### src/rtl/mem_port_arbiter.sv
// mem_port_arbiter: one external memory port shared by instruction
// fetch and MEM-stage data accesses, with a hung-bus watchdog.
module mem_port_arbiter #(
    parameter int TIMEOUT = 255
) (
    input  logic        clk,
    input  logic        rst,
    input  logic [31:0] if_pc,
    input  logic        branch_taken,
    input  logic        hazard,
    input  logic        mem_rd_en,
    input  logic        mem_wr_en,
    input  logic [31:0] mem_addr,
    input  logic [31:0] mem_wdata,
    output logic        ext_req,
    output logic        ext_we,
    output logic [31:0] ext_addr,
    output logic [31:0] ext_wdata,
    input  logic        ext_ready,
    input  logic [31:0] ext_rdata,
    output logic [31:0] instr_out,
    output logic        freeze_if,
    output logic        flush_if,
    output logic        pc_advance,
    output logic        freeze_pipe,
    output logic [31:0] mem_rdata,
    output logic        mem_done,
    output logic        bus_err
);

    localparam int CW = $clog2(TIMEOUT + 1);

    typedef enum logic [1:0] {IDLE, FETCH, DATA, ERR} state_t;

    state_t        state_q;
    logic          ext_req_q;
    logic          ext_we_q;
    logic [31:0]   ext_addr_q;
    logic [31:0]   ext_wdata_q;
    logic [31:0]   ibuf_q;
    logic          ibuf_valid_q;
    logic          discard_q;
    logic          bus_err_q;
    logic [CW-1:0] cnt_q;
    logic [CW-1:0] cnt_d;
    logic          data_req;
    logic          in_err;

    assign data_req = mem_rd_en | mem_wr_en;
    assign in_err   = (state_q == ERR);

    // Watchdog count saturates so it can never wrap back below TIMEOUT.
    assign cnt_d = (cnt_q == CW'(TIMEOUT)) ? cnt_q : cnt_q + CW'(1);

    assign ext_req   = ext_req_q;
    assign ext_we    = ext_we_q;
    assign ext_addr  = ext_addr_q;
    assign ext_wdata = ext_wdata_q;
    assign bus_err   = bus_err_q;

    assign instr_out   = ibuf_q;
    assign flush_if    = branch_taken;
    assign freeze_if   = ~ibuf_valid_q | hazard | in_err;
    assign pc_advance  = ibuf_valid_q & ~hazard & ~branch_taken & ~in_err;
    assign mem_done    = (state_q == DATA) & ext_ready;
    assign mem_rdata   = ext_rdata;
    assign freeze_pipe = (data_req & ~mem_done) | in_err;

    // Port sequencer: picks data over fetch, holds a request until ready.
    always_ff @(posedge clk or negedge rst) begin
        if (!rst) begin
            state_q      <= IDLE;
            ext_req_q    <= 1'b0;
            ext_we_q     <= 1'b0;
            ext_addr_q   <= '0;
            ext_wdata_q  <= '0;
            ibuf_q       <= 32'hE000_0000;
            ibuf_valid_q <= 1'b0;
            discard_q    <= 1'b0;
            bus_err_q    <= 1'b0;
            cnt_q        <= '0;
        end else begin
            if (branch_taken || pc_advance) begin
                ibuf_valid_q <= 1'b0;
            end
            unique case (state_q)
                IDLE: begin
                    if (data_req) begin
                        state_q     <= DATA;
                        ext_req_q   <= 1'b1;
                        ext_we_q    <= mem_wr_en;
                        ext_addr_q  <= mem_addr;
                        ext_wdata_q <= mem_wdata;
                        cnt_q       <= '0;
                    end else if (!ibuf_valid_q) begin
                        state_q    <= FETCH;
                        ext_req_q  <= 1'b1;
                        ext_we_q   <= 1'b0;
                        ext_addr_q <= if_pc;
                        cnt_q      <= '0;
                    end
                end
                FETCH, DATA: begin
                    if (ext_ready) begin
                        state_q   <= IDLE;
                        ext_req_q <= 1'b0;
                        if (state_q == FETCH) begin
                            discard_q <= 1'b0;
                            if (!discard_q && !branch_taken) begin
                                ibuf_q       <= ext_rdata;
                                ibuf_valid_q <= 1'b1;
                            end
                        end
                    end else begin
                        cnt_q <= cnt_d;
                        // A redirected fetch stays on the bus; its word is dropped.
                        if (state_q == FETCH && branch_taken) begin
                            discard_q <= 1'b1;
                        end
                        if (cnt_d == CW'(TIMEOUT)) begin
                            state_q   <= ERR;
                            ext_req_q <= 1'b0;
                            bus_err_q <= 1'b1;
                        end
                    end
                end
                ERR: begin
                end
            endcase
        end
    end

endmodule

### config.mk
export PLATFORM = sky130hd
export DESIGN_NAME = mem_port_arbiter
export DESIGN_NICKNAME = d
export VERILOG_FILES = /design/src/rtl/mem_port_arbiter.sv
export SDC_FILE = /design/constraint.sdc
export NUM_CORES = 1
export LEC_CHECK = 0
export ABC_AREA = 1
export ABC_CLOCK_PERIOD_IN_PS = 4900
export CAP_MARGIN = 30
export CORE_AREA = 2 2 133 135
export CTS_CLUSTER_SIZE = 40
export DETAILED_ROUTE_END_ITERATION = 8
export DIE_AREA = 0 0 135 137
export HOLD_SLACK_MARGIN = 0.12
export PLACE_DENSITY = 0.73
export SETUP_SLACK_MARGIN = 0.05
export SYNTH_ARGS = -nofsm -noshare
export SYNTH_HDL_FRONTEND = slang
export SYNTH_SLANG_ARGS = --single-unit
### constraint.sdc
create_clock -name clk -period 4.9 [get_ports clk]
set_input_delay 0.49 -clock clk [delete_from_list [all_inputs] [get_ports clk]]
set_output_delay 0.49 -clock clk [all_outputs]
set_load 0.01 [all_outputs]
==> impl_metrics.toml <==
[outcome]
outcome = "completed"

[floorplan]
initial_core_util = 0.2967
floorplan.die.width_um = 135
io_pins = 271
dieHeight_um = 137
fp.coreArea_um2 = 17060
die_area_um2 = 18500
placement_rows = 48

[pwr]
p_leak_nw = 3.457
power.switching_mw = 1.542
cellInternalPower_mw = 2.989
power_mw = 4.531
combinationalPowerShare = 0.482
sw_frac_of_total = 0.3404
seq_pwr_share = 0.352
power.density_cell_area_nw_per_um2 = 559.4
power.ir.vdd_worst_mv = 0.3187
power_frac_clock = 0.166

[synth]
post-synth-top-count-cell = "dfrtp_1"
edff_count_synth = 0
synth_seq_cells = 111
synth_top_cells_by_count = "dfrtp_1, nand2_1, mux2_1"
synth_area_leader_cell = "dfrtp_1"
number_of_distinct_library_cell_variants_in_the_gate_level_netlist_after_synthesis = 28
synth-main-ff-cell = "dfrtp_1"
syn_nets = 614
syn_area_per_cell_um2 = 10.68
synth_area_leaders = "dfrtp_1, mux2_1, nand2_1"
synth_top_area_frac = 0.5340
synth_async_sr_flop_share = 1.000
synth.yosys.seq_area_share = 0.5496
syn_inst = 474
synth_area_um2 = 5061
yosysWarningCount = 0

[setup_path]
startpoint_type = "input pin"
critical_path.cell_chain = "clkdlybuf4s50_1, nor2_4, buf_4, o21bai_1, clkdlybuf4s50_1"
crit_path_max_incr_delay_ns = 0.50
worst_r2r_path_depth = 6
critical_path.most_common_cell = "clkdlybuf4s50_1"
criticalPathCategory = "in2out"
r2r_start = "state_q[0]"
crit_path_top_delay_cell = "clkdlybuf4s50_1"
regToRegSetupSlack_ns = 2.46
critical_path.reg2reg.endpoint = "instr_out[2]"
worst-path-buf-inv = 3
end_kind = "output pin"
cp_data_arrival_time_ns = 2.07
cp_top_family = "buffers and inverters"
worst-endpoint-required_ns = 4.41
path_max_fanout = 34

[global_route]
grt_pass1_vias = 4179
grt_usage = 0.1452
grt_pass1_wl_um = 21020
grt_antenna_before_repair = 0
grt_start_max_net_pins = 73
grt_overflow_total = 0

[placed_design]
dp_hpwl_um = 10480
port-buffer-count = 270
gp_routability_congestion = 0.7990

[routing]
drt_pre_antenna_iters = 5
route.detailed.wl_per_inst_um = 14.61
post_drt_via_cell_ratio = 4.482
detailroute.via_count = 4204
drtAntennaViolNets = 0
postRouteWirelength_um = 13710
drt-initial-drc-count = 147
drc = 0

[clock_network]
cts_buffer_depth = 2
clock_sinks = 111
tritoncts_clock_tree = "built"
cts_made_buffers = 9
cts_root_buffer = "clkbuf_16"
clkSlewWorstSetupHoldPaths_ns = 0.07
htreeDepth = 3
clock_latency_ns = 0.35

[sta]
finalHoldViolations = 0
worst_pin_slew_ns = 0.9873
slew_violations = 0
worst_slew_slack_as_a_fraction_of_its_limit = 0.3409
fin_worst_skew_ns = 0.007247
finalCriticalPeriod_ns = 2.556
finalSetupViolCount = 0
achievable-frequency_mhz = 391.2
setup_repair_after_global_routing_missed_its_margin = "false"
fin_setup_tns_ns = 0
period_share = 0.5216

[cells_and_area]
area_delta_synth_final_pct = 60.05
final.fill_count = 1616
num-nets-final = 848
drive_above_1_share = 0.09257
multi_input_comb_area_um2 = 1876
num_antenna_cells = 0
seqCellArea_um2 = 2781

[flow_run]
drv_cap = 0

[worst_hold_path]
min-delay-path-class = "in2async"
[layout make-up]
| cell class | instances | area share |
|---|---|---|
| Timing Repair Buffer | 276 | 0.3441 |
| Sequential cell | 111 | 0.3434 |
| Multi-Input combinational cell | 292 | 0.2315 |
| Tap cell | 225 | 0.03475 |
| Clock buffer | 10 | 0.02827 |
| Clock inverter | 6 | 0.009422 |
| Inverter | 18 | 0.008496 |
[state kept, by name, summed over array words and instances (netlist names)]
| register | cells |
|---|---|
| bus_err | 1 |
| cnt_q | 8 |
| discard_q | 1 |
| ext_addr | 32 |
| ext_req | 1 |
| ext_wdata | 32 |
| ext_we | 1 |
| ibuf_valid_q | 1 |
| instr_out | 32 |
| state_q | 2 |
[logic make-up after synthesis]
group           share of synthesized area
compound gates                    0.06823
flops                              0.5496
mux                                0.1424
simple gates                       0.1466
buf+inv                           0.08084
fa+ha+maj                         0.01236
[power by group through the flow]
stage / combinational (mW) / clock, mW / sequential (mW)
after global routing: 2.36 / 0.820 / 1.65
after floorplan: 0.811 / 0 / 1.79
after detailed placement: 2.21 / 0 / 1.62
final: 2.19 / 0.753 / 1.59
after CTS: 2.22 / 0.782 / 1.60
after global placement: 2.16 / 0 / 1.60
[timing repair]
action / CTS / global route
buffers inserted: 0 / 0
endpoints found under the hold margin: 0 / 1
gates resized for setup: 0 / 0
hold buffers: 0 / 1
[stage by stage]
| step | setup slack (ns) | hold slack (ns) | cells | area (um^2) | util |
|---|---|---|---|---|---|
| after global placement | 1.658 | 0.4602 | 919 | 7730 | 0.4532 |
| after floorplan | 3.154 | 0.1944 | 474 | 5061 | - |
| after CTS | 2.334 | 0.2930 | 936 | 8063 | 0.4727 |
| final | 2.344 | 0.4817 | 938 | 8100 | 0.4749 |
| after detailed placement | 1.954 | 0.4696 | 920 | 7757 | 0.4548 |
| after global routing | 2.186 | 0.4954 | 938 | 8100 | 0.4749 |
[worst max-delay path by stage]
stage	from	endpoint	cells after the start
floorplan	state_q[0]	instr_out[0]	7
finish	mem_wr_en	freeze_pipe	5
CTS	mem_wr_en	freeze_pipe	5
global route	mem_wr_en	ext_we	7
detailed placement	mem_wr_en	ext_addr[7]	6
global placement	mem_wr_en	ext_wdata[23]	6
[metal layers]
layer  share of wire  up-vias  global-route usage
met5               0        -                   0
met4           0.025        0             0.07234
met3           0.085       21             0.04333
met2            0.50      184              0.2566
met1            0.39     1968              0.1589
li1                -     2031                   -
[placed cells by master (no fill, tap or decap), drive strengths merged]
cell type        n
clkdlybuf4s50  269
inv             20
o21ai           14
nor3             1
nand2          108
dfstp            3
nand3           16
dfrtp          108
a31oi           32
o211ai           1
o21bai           3
nor2            44
mux2            64
bufinv           1
o31ai            1
buf              6
dlygate4sd3      1
clkinv           1
a32o             3
clkinvlp         2
ha               5
clkbuf          10
Power figures use the tool's default switching activity.
